## src/rtl/line_fill_buffer.sv

```systemverilog
// Line fill buffer: issues ascending beat reads for one cache line,
// packs the returned beats and publishes the whole line with a 1-cycle pulse.
module line_fill_buffer #(
   parameter int LINE_WIDTH = 128,
   parameter int BEAT_WIDTH = 32
) (
   input  logic                  clk,
   input  logic                  reset_n,
   input  logic                  fill_req,
   input  logic [15:0]           fill_addr,
   output logic                  busy,
   output logic                  mem_read,
   output logic [15:0]           mem_address,
   input  logic [BEAT_WIDTH-1:0] mem_rdata,
   input  logic                  mem_resp,
   output logic [LINE_WIDTH-1:0] line_out,
   output logic                  line_valid
);

   localparam int BEATS      = LINE_WIDTH / BEAT_WIDTH;
   localparam int BEAT_BYTES = BEAT_WIDTH / 8;
   localparam int LINE_BYTES = LINE_WIDTH / 8;
   localparam int IDX_W      = (BEATS > 1) ? $clog2(BEATS) : 1;

   typedef enum logic [1:0] {
      IDLE,
      FILL,
      DONE
   } state_t;

   state_t                state_q;
   logic [IDX_W-1:0]      idx_q;
   logic [15:0]           addr_q;
   logic                  rd_q;
   logic                  busy_q;
   logic                  lv_q;
   logic [LINE_WIDTH-1:0] shadow_q;
   logic [LINE_WIDTH-1:0] shadow_d;
   logic [LINE_WIDTH-1:0] line_q;
   logic [15:0]           base;
   logic                  last;

   assign base = fill_addr & ~16'(LINE_BYTES - 1);
   assign last = (idx_q == IDX_W'(BEATS - 1));

   // Shadow with the current beat merged, so the final beat can go
   // straight into line_out on the same edge that enters DONE.
   always_comb begin
      shadow_d = shadow_q;
      shadow_d[int'(idx_q)*BEAT_WIDTH +: BEAT_WIDTH] = mem_rdata;
   end

   always_ff @(posedge clk or negedge reset_n) begin
      if (!reset_n) begin
         state_q  <= IDLE;
         idx_q    <= '0;
         addr_q   <= '0;
         rd_q     <= 1'b0;
         busy_q   <= 1'b0;
         lv_q     <= 1'b0;
         shadow_q <= '0;
         line_q   <= '0;
      end else begin
         lv_q <= 1'b0;
         unique case (state_q)
            IDLE: begin
               if (fill_req) begin
                  addr_q  <= base;
                  idx_q   <= '0;
                  rd_q    <= 1'b1;
                  busy_q  <= 1'b1;
                  state_q <= FILL;
               end
            end
            FILL: begin
               if (mem_resp) begin
                  shadow_q <= shadow_d;
                  if (last) begin
                     rd_q    <= 1'b0;
                     line_q  <= shadow_d;
                     lv_q    <= 1'b1;
                     state_q <= DONE;
                  end else begin
                     idx_q  <= idx_q + 1'b1;
                     addr_q <= addr_q + 16'(BEAT_BYTES);
                  end
               end
            end
            DONE: begin
               busy_q  <= 1'b0;
               idx_q   <= '0;
               state_q <= IDLE;
            end
            default: begin
               rd_q    <= 1'b0;
               busy_q  <= 1'b0;
               state_q <= IDLE;
            end
         endcase
      end
   end

   assign busy        = busy_q;
   assign mem_read    = rd_q;
   assign mem_address = addr_q;
   assign line_out    = line_q;
   assign line_valid  = lv_q;

endmodule

```

## config.mk

```make
export PLATFORM = sky130hd
export DESIGN_NAME = line_fill_buffer
export DESIGN_NICKNAME = d
export VERILOG_FILES = /design/src/rtl/line_fill_buffer.sv
export SDC_FILE = /design/constraint.sdc
export NUM_CORES = 1
export LEC_CHECK = 0
export CORE_AREA = 2 2 219 221
export DETAILED_ROUTE_END_ITERATION = 8
export DIE_AREA = 0 0 221 223
export GPL_TIMING_DRIVEN = 0
export HOLD_SLACK_MARGIN = 0.08
export PLACE_DENSITY = 0.47
export SYNTH_ARGS = -nofsm -noshare
export SYNTH_HDL_FRONTEND = slang
export SYNTH_SLANG_ARGS = --single-unit
export TNS_END_PERCENT = 10
```

## constraint.sdc

```tcl
create_clock -name clk -period 2.8 [get_ports clk]
set_input_delay 0.56 -clock clk [delete_from_list [all_inputs] [get_ports clk]]
set_output_delay 0.56 -clock clk [all_outputs]
set_load 0.02 [all_outputs]
```

* After elaboration in Yosys (flattened, before gate mapping)
Cells that the tools add are included.
Operators by class: $add $sub $neg 3, equal/unequal tests 7, shifts and indexed selects 2, mux-type cells 21, bitwise gates (word level) 2, reduce and logical (&&, ||, !) cells 10
Operator list (count):
- $bwmux W128 | 1
- $shift A32 B33 Y128 const A | 1
- $shiftx A32 B33 Y128 | 1
- $mux W16 | 3
- $neg A7 Y33 | 1
- $pmux W16 S2 | 1
- $add A16 B3 Y16 const B | 1
- $mux W2 | 6
- $reduce_and A4 Y1 | 3
- $ne A2 B2 Y1 const B | 4
- $mux W1 | 6
- $pmux W2 S3 | 1
- $reduce_and A3 Y1 | 2
- $eq A2 B2 Y1 const B | 2
- $pmux W2 S2 | 1
- $reduce_and A2 Y1 | 2
- $pmux W1 S3 | 1
- $reduce_bool A3 Y1 | 1
- $add A2 B1 Y2 const B | 1
- $eq A2 B1 Y1 const B | 1
- $logic_not A2 Y1 | 1
- $not A1 Y1 | 2
- $pmux W1 S2 | 1
- $reduce_bool A2 Y1 | 1
Storage, ports and cells: flip-flop bits (word level) 279, input bits 52, logic and storage cells 53

* Depth between registers and ports, before layout
Gate-level depths: netlist of run 1.
depth after elaboration 4, gate-level depth with buffers 9

* Worst setup path before layout of run 1
No wires, ideal clock.
path type flip-flop to flip-flop, start point register idx_q[0], end point register shadow_q[64], setup time 0.121 ns, arrival 1.902 ns, path slack 0.777 ns, stages on the path, launching flop included 9, clock period less this slack 2.023 ns, path through dfrtp_1 > inv_1 > ha_1 > nand2b_1 > nor4_4 > and3_1 > buf_2 > buf_4 > a22o_1
On the way: word-level cells in the longest chain between the ends 3, elaborated cells on any way between the ends 4, those cells by class add/sub (1); shift (2); mux (1)
Ends and longest elaborated chain:
- start, declared | RTL line 32 | logic [IDX_W-1:0] idx_q;
- start signal, assigned | RTL line 84 | idx_q <= idx_q + 1'b1;
- $neg A7 Y33 (*) | RTL line 50 | shadow_d[int'(idx_q)*BEAT_WIDTH +: BEAT_WIDTH] = mem_rdata;
- $shiftx A32 B33 Y128 / $shift A32 B33 Y128 (equally long branches) | RTL line 50
- $bwmux W128 (*) | RTL line 50
- end signal, assigned | RTL line 77 | shadow_q <= shadow_d;
- end, declared | RTL line 37 | logic [LINE_WIDTH-1:0] shadow_q;
Every way passes the cells marked *; elsewhere a longest branch is shown, timed or not. A chain may end at the register's enable or synchronous reset.

* Final worst setup path of run 1
start point register idx_q[0], end point register line_q[49], in the netlist line_out[49]
On the way: word-level cells in the longest chain between the ends 3, elaborated cells on any way between the ends 6, those cells by class add/sub (1); eq/ne (1); shift (2); mux (1); reduce/logical (1)
Ends and longest elaborated chain:
- $neg A7 Y33 | RTL line 50
- $shiftx A32 B33 Y128 / $shift A32 B33 Y128 (equally long branches) | RTL line 50
- $bwmux W128 | RTL line 50
- end signal, assigned | RTL line 80 | line_q <= shadow_d;
- end, declared | RTL line 39 | logic [LINE_WIDTH-1:0] line_q;
Parallel ways exist; a longest one is shown, timed or not.

==> impl_metrics.toml, run 1 <==
[global_route]
first_pass_grt_wire_length_um = 62000
grt.overflow.total = 0
grt_usage_pct = 16.4
grt_start_max_net_pins = 106
vias_in_the_first_global_route = 9545
antenna_found_initial = 0

[sta]
rsz0062_at_grt = "yes"
slew_headroom_pct = 53.6
max_freq_mhz = 383
max_slew.worst_pin.slew_ps = 695
period_minus_slack_ps = 2610
timing.clock.skew_ps = 13.1
hold-worst-slack_ps = 496
share_of_the_clock_period_used_by_the_worst_path_pct = 93.2
timing.final.hold_violations = 0
final-setup-viol-count = 0
timing.final.max_slew_violations = 0

[worst_setup_path]
worstPathRequired_ps = 3250
critical_path_buf_inv_count = 2
arrival_ps = 3060
crit_chain = "inv_1, ha_1, nand2_1, nor3_1, clkbuf_1, a221oi_1, nor2_1"
critical_path_peak_fanout = 10
cp.depth = 7
timing.critical_path.to_type = "register"
slowest_stage_cell_cp = "sky130_fd_sc_hd__dfrtp_1"
slowest_delay_ps = 570
criticalPathCategory = "register to register"
timing.critical_path.from_type = "register"
r2r_cells = 7
rrSetupSlack_ps = 190
critical_path.top_delay_family = "buffers and inverters"

[cts]
clockBufferDepth = 3
numClockSinks = 277
clock_tree_from_tritoncts = "yes"
htree_levels = 2
clockRootBuffer = "sky130_fd_sc_hd__clkbuf_16"
worstSkewPairLatency_ps = 520
numCtsBuffers = 34
clk_pin_slew_worst_paths_ps = 60

[floorplan]
die_x_um = 221
number_of_i_o_pins = 199
start_util_pct = 24.5
floorplan.core_area_um2 = 47100
die_area_um2 = 49300
chipHeight_um = 223
fp-row-count = 80

[routing]
totalWireLength_um = 41000
drtPass1Iterations = 5
vias_per_cell = 4.96
drt-initial-drc-count = 677
routed-via-count = 9317
drc = 0
detail-route-antenna-nets = 0
wl_per_cell_um = 21.8

[cells_and_area]
area_occupied_by_registers_um2 = 6930
filler_cell_count = 4794
num_antenna_cells = 0
multi_input_area_um2 = 4000
area.growth.synth_to_final_pct = 30.2
fraction_of_final_layout_cells_sized_beyond_drive_strength_1_pct = 9.49
final_nets = 1305
finish.utilization_pct = 31.9

[placed_design]
half_perimeter_wire_length_after_placement_um = 28500
final_weighted_congestion_in_routability_driven_placement = 0.770
numPortBuffers = 160

[synthesis]
syn-mean-instance-area_um2 = 11.0
netlist-cell-type-count = 38
netlist_area_um2 = 11600
syn-instance-count = 1046
yosys_warnings = 0
async_flop_share_pct = 100
synth_enable_flop_cells = 0
synthFlopType = "sky130_fd_sc_hd__dfrtp_1"
synth_sequential_area_ratio_pct = 60.0
yosys_register_bits = 277

[power]
vdd_drop_max_mv = 0.332
leakage_nw = 6.64
power.density_cell_area_nw_per_um2 = 1280

[status]
run_status = "completed"

[min_path]
whs_path_depth = 1
worstHoldPathType = "register to register"

[job]
maxCapViolCount = 0
cells by family after synthesis:
family | count (synthesis) | share of synthesized area, %
adders and majority gates | 7 | 0.758
DFF | 277 | 60.0
muxes | 1 | 0.0866
and+or+nand+nor | 316 | 11.4
AOI/OAI and AO/OA | 308 | 22.2
other | 1 | 0.0324
buffers and inverters | 136 | 5.49
final cells by class:
cell class	count	share of cell area, %
multi-input combinational	634	26.5
clock inverter	6	0.391
timing repair buffer	163	11.1
inverter	10	0.249
sequential	277	46.0
buffer	126	3.99
tap	615	5.11
clock buffer	49	6.57
stage by stage:
stage	worst slack, ps	power [mW]	instances	setup TNS [ps]	cell area (µm²)
final	191	19.3	1880	0	15100
after floorplan	777	11.3	1047	0	11600
after detailed placement	81.7	15.1	1824	0	14000
after global routing	-17.2	20.5	1880	-56.6	15100
after CTS	76.4	19.5	1880	0	15000
after global placement	-11660	15.0	1822	-3221080	13900
final timing paths:
kind                                    start               to
worst max-delay path                 idx_q[0]     line_out[49]
worst min-delay path            shadow_q[125]    shadow_q[125]
worst min register to register  shadow_q[125]    shadow_q[125]
worst max register to register       idx_q[0]     line_out[49]
max in group asynchronous             reset_n  mem_address[14]
min in group asynchronous             reset_n     shadow_q[20]
cells in the mapped netlist, types with 2 or more instances:
library cell                number  area share (%)
sky130_fd_sc_hd__a32oi_1         2            0.15
sky130_fd_sc_hd__a21oi_1        21            0.91
sky130_fd_sc_hd__and3_1          7            0.38
sky130_fd_sc_hd__inv_1           8            0.26
sky130_fd_sc_hd__buf_2          39             1.7
sky130_fd_sc_hd__nand3_1         8            0.35
sky130_fd_sc_hd__clkbuf_1       38             1.2
sky130_fd_sc_hd__inv_2           2           0.065
sky130_fd_sc_hd__nand2_1        13            0.42
sky130_fd_sc_hd__buf_4          20             1.3
sky130_fd_sc_hd__nor3_1          3            0.13
sky130_fd_sc_hd__dfrtp_1       277              60
sky130_fd_sc_hd__a31o_2          2            0.15
sky130_fd_sc_hd__o21ai_0         9            0.39
sky130_fd_sc_hd__nor2_1        263             8.5
sky130_fd_sc_hd__a2bb2oi_1       5            0.38
sky130_fd_sc_hd__a22o_1        128             9.7
sky130_fd_sc_hd__a221oi_1      128             9.7
sky130_fd_sc_hd__and4_1          4            0.30
sky130_fd_sc_hd__o22ai_1         7            0.38
sky130_fd_sc_hd__nand4_1         5            0.27
sky130_fd_sc_hd__buf_1          29            0.94
sky130_fd_sc_hd__nand2b_1        7            0.38
sky130_fd_sc_hd__ha_1            7            0.76
flip-flops by register name, summed over array words and instances (netlist names):
register,count
line_out,128
idx_q,2
line_valid,1
state_q,2
mem_address,14
mem_read,1
busy,1
shadow_q,128
placed cells by master, fill, tap and decap left out, types with 2 or more instances in the layout:
cell                              count
sky130_fd_sc_hd__and3_1               7
sky130_fd_sc_hd__ha_1                 7
sky130_fd_sc_hd__a22o_1             128
sky130_fd_sc_hd__buf_2               39
sky130_fd_sc_hd__o22ai_1              7
sky130_fd_sc_hd__nor2_1             263
sky130_fd_sc_hd__a32oi_1              2
sky130_fd_sc_hd__and4_1               4
sky130_fd_sc_hd__conb_1               2
sky130_fd_sc_hd__a221oi_1           128
sky130_fd_sc_hd__nand2_1             13
sky130_fd_sc_hd__nor3_1               3
sky130_fd_sc_hd__clkdlybuf4s50_1    159
sky130_fd_sc_hd__dfrtp_1            277
sky130_fd_sc_hd__o21ai_0              9
sky130_fd_sc_hd__a21oi_1             21
sky130_fd_sc_hd__nand3_1              8
sky130_fd_sc_hd__clkbuf_8             6
sky130_fd_sc_hd__clkinv_2             4
sky130_fd_sc_hd__clkbuf_2             3
sky130_fd_sc_hd__a2bb2oi_1            5
sky130_fd_sc_hd__a31o_2               2
sky130_fd_sc_hd__nand4_1              5
sky130_fd_sc_hd__buf_1               30
sky130_fd_sc_hd__clkbuf_16           35
sky130_fd_sc_hd__buf_16               2
sky130_fd_sc_hd__buf_4               20
sky130_fd_sc_hd__inv_1                8
sky130_fd_sc_hd__clkbuf_1            42
sky130_fd_sc_hd__nand2b_1             7
sky130_fd_sc_hd__inv_2                2
layer usage:
| metal | share of wire (%) | wire length (µm) | up-vias | GRT usage (%) |
|---|---|---|---|---|
| met3 | 6.1 | 2500 | 59 | 3.90 |
| met5 | 0 | 0 | - | 0 |
| met4 | 2.2 | 909 | 0 | 4.57 |
| li1 | - | - | 4232 | - |
| met1 | 45 | 18600 | 4738 | 22.6 |
| met2 | 46 | 18900 | 288 | 25.9 |
where the power goes:
group          internal (mW)  switching [mW]  leakage (nW)
Combinational           3.50            4.49          2.58
Sequential              5.83            1.17          3.54
Clock                   2.53            1.74         0.518
Total                   11.9            7.40          6.64
repair_timing:
item	in CTS	in global routing
endpoints found under the hold margin	45	0
gates resized for setup	0	7
endpoints found under the setup margin	0	23
hold buffers	1	0
setup buffers	0	0
No activity file was read; power rests on OpenSTA's default activity.
==> inputs of run 2 (changes only) <==
--- a/config.mk
+++ b/config.mk
@@ -5,12 +5,12 @@
 export SDC_FILE = /design/constraint.sdc
 export NUM_CORES = 1
 export LEC_CHECK = 0
-export CORE_AREA = 2 2 219 221
+export CORE_AREA = 2 2 164 166
 export DETAILED_ROUTE_END_ITERATION = 8
-export DIE_AREA = 0 0 221 223
+export DIE_AREA = 0 0 166 168
 export GPL_TIMING_DRIVEN = 0
 export HOLD_SLACK_MARGIN = 0.08
-export PLACE_DENSITY = 0.47
+export PLACE_DENSITY = 0.73
 export SYNTH_ARGS = -nofsm -noshare
 export SYNTH_HDL_FRONTEND = slang
 export SYNTH_SLANG_ARGS = --single-unit
==> run 2 against run 1 <==
Against the previous run:
- clock power up 1%
- non-clock buffer count unchanged
- flip-flop and latch count unchanged
- die area down 43%
- sequential power up 0.6%
- critical endpoint is now line_out[77]
- count of clock-buffer cells in the layout down 15
- clock skew up 9.0 ps
==> impl_metrics.toml, run 2 (synthesis results as in run 1) <==
[status]
run_status = "completed"

[worst_setup_path]
worstPathRequired_ps = 3260
crit_chain = "inv_1, ha_1, nand2b_1, nor4_4, clkbuf_1, a221oi_1, nor2_1"
rr_endpoint = "line_out[77]"
timing.critical_path.from_type = "register"
critical_path.top_delay_family = "buffers and inverters"
critical_path_buf_inv_count = 2
worstReg2RegStart = "idx_q[0]"
slowest_delay_ps = 580
critical_path_peak_fanout = 10
rrSetupSlack_ps = 180
r2r_cells = 7
timing.critical_path.to_type = "register"
criticalPathCategory = "register to register"
arrival_ps = 3080
slowest_stage_cell_cp = "sky130_fd_sc_hd__dfrtp_1"

[floorplan]
number_of_i_o_pins = 199
fp-row-count = 60
start_util_pct = 43.9
die_x_um = 166
die_area_um2 = 27900
floorplan.core_area_um2 = 26400
chipHeight_um = 168

[cts]
numClockSinks = 277
clockBufferDepth = 3
clockRootBuffer = "sky130_fd_sc_hd__clkbuf_16"
clock_tree_from_tritoncts = "yes"
worstSkewPairLatency_ps = 550
numCtsBuffers = 28
clk_pin_slew_worst_paths_ps = 60
post-cts-setup-buffers = 0
htree_levels = 1

[cells_and_area]
area.growth.synth_to_final_pct = 27.5
num_antenna_cells = 0
area_occupied_by_registers_um2 = 6930
final_nets = 1299
most-common-layout-cells = "277 x sky130_fd_sc_hd__dfrtp_1, 263 x sky130_fd_sc_hd__nor2_1, 159 x sky130_fd_sc_hd__clkdlybuf4s50_1"
filler_cell_count = 2246
final_common_cell = "sky130_fd_sc_hd__dfrtp_1"
multi_input_area_um2 = 4000
fraction_of_final_layout_cells_sized_beyond_drive_strength_1_pct = 9.59

[min_path]
whs_path_depth = 2
min_from = "mem_rdata[12]"
worstHoldPathType = "input pin to register"
min_to = "shadow_q[44]"

[global_route]
antenna_found_initial = 1
use_met2_pct = 38.5
met1_resource_use_gr_pct = 33.7
vias_in_the_first_global_route = 9387
grt_usage_pct = 24.0
grt_most_used_layer = "met2"
groute.layer.met3.usage_pct = 4.51
grt.overflow.total = 0
first_pass_grt_wire_length_um = 53400
grt_start_max_net_pins = 124

[job]
maxCapViolCount = 0

[power]
total_power_mw = 19.2
power.density_cell_area_nw_per_um2 = 1300
leakage_nw = 6.64
vdd_drop_max_mv = 0.616

[placed_design]
half_perimeter_wire_length_after_placement_um = 23100
final_weighted_congestion_in_routability_driven_placement = 0.858
numPortBuffers = 160

[routing]
drc = 0
totalWireLength_um = 34100
drt-initial-drc-count = 740
routed-via-count = 9442
detail-route-antenna-nets = 0
drtPass1Iterations = 5
wl_per_cell_um = 21.2
vias_per_cell = 5.89

[sta]
timing.final.hold_violations = 0
final-setup-viol-count = 0
share_of_the_clock_period_used_by_the_worst_path_pct = 93.5
max_freq_mhz = 382
timing.clock.skew_ps = 22.1
hold-worst-slack_ps = 470
period_minus_slack_ps = 2620
max_slew.worst_pin.slew_ps = 666
rsz0062_at_grt = "no"
timing.final.max_slew_violations = 0
slew_headroom_pct = 55.6
run 2: changes by cell type in the layout (fill, tap and decap cells not counted), sizes merged:
| cell | delta |
|---|---|
| buf | -1 |
| bufinv | +7 |
| clkbuf | -14 |
| clkinv | +3 |
| clkinvlp | +1 |
| inv | +1 |
run 2: power by group:
group          internal, mW  total [mW]  switching [mW]
Clock                  2.67        4.32            1.65
Combinational          3.50        7.80            4.30
Sequential             5.83        7.04            1.21
Total                  12.0        19.2            7.16
run 2: area by class of cell:
type	count	area share, %
Inverter	10	0.255
Multi-Input combinational cell	634	27.1
Buffer	126	4.07
Clock buffer	34	5.11
Clock inverter	18	2.17
Timing Repair Buffer	163	11.3
Sequential cell	277	47.0
Tap cell	341	2.90
run 2: worst max path at each step:
stage / start / end / slack, ps / cells past startpoint
after floorplan: idx_q[0] / shadow_q[64] / 780 / 8
after global placement: reset_n / mem_address[11] / -10550 / 1
after detailed placement: idx_q[0] / line_out[95] / 130 / 7
after CTS: idx_q[0] / line_out[94] / 130 / 7
after global routing: idx_q[0] / line_out[66] / 40 / 7
final: idx_q[0] / line_out[77] / 180 / 7
run 2: per-layer routing:
metal  up-vias  share of wire, %
li1       4221                 -
met1      4752                44
met2       417                47
met4         2               2.0
met5         -             0.035
met3        50               7.1
run 2: repair_timing:
action,CTS,global route
hold buffers,1,0
resized for setup,0,4
setup endpoints to repair,0,11
hold endpoints to repair,71,0
run 2: stage by stage:
step / cells / TNS, ps / area, µm² / worst slack, ps / utilization, %
floorplan: 1047 / 0 / 11600 / 777 / -
global placement: 1548 / -2916860 / 13600 / -10550 / 51.6
detailed placement: 1550 / 0 / 13600 / 125 / 51.8
CTS: 1603 / 0 / 14700 / 126 / 55.9
global route: 1603 / 0 / 14700 / 38.0 / 55.9
finish: 1603 / 0 / 14700 / 182 / 55.9
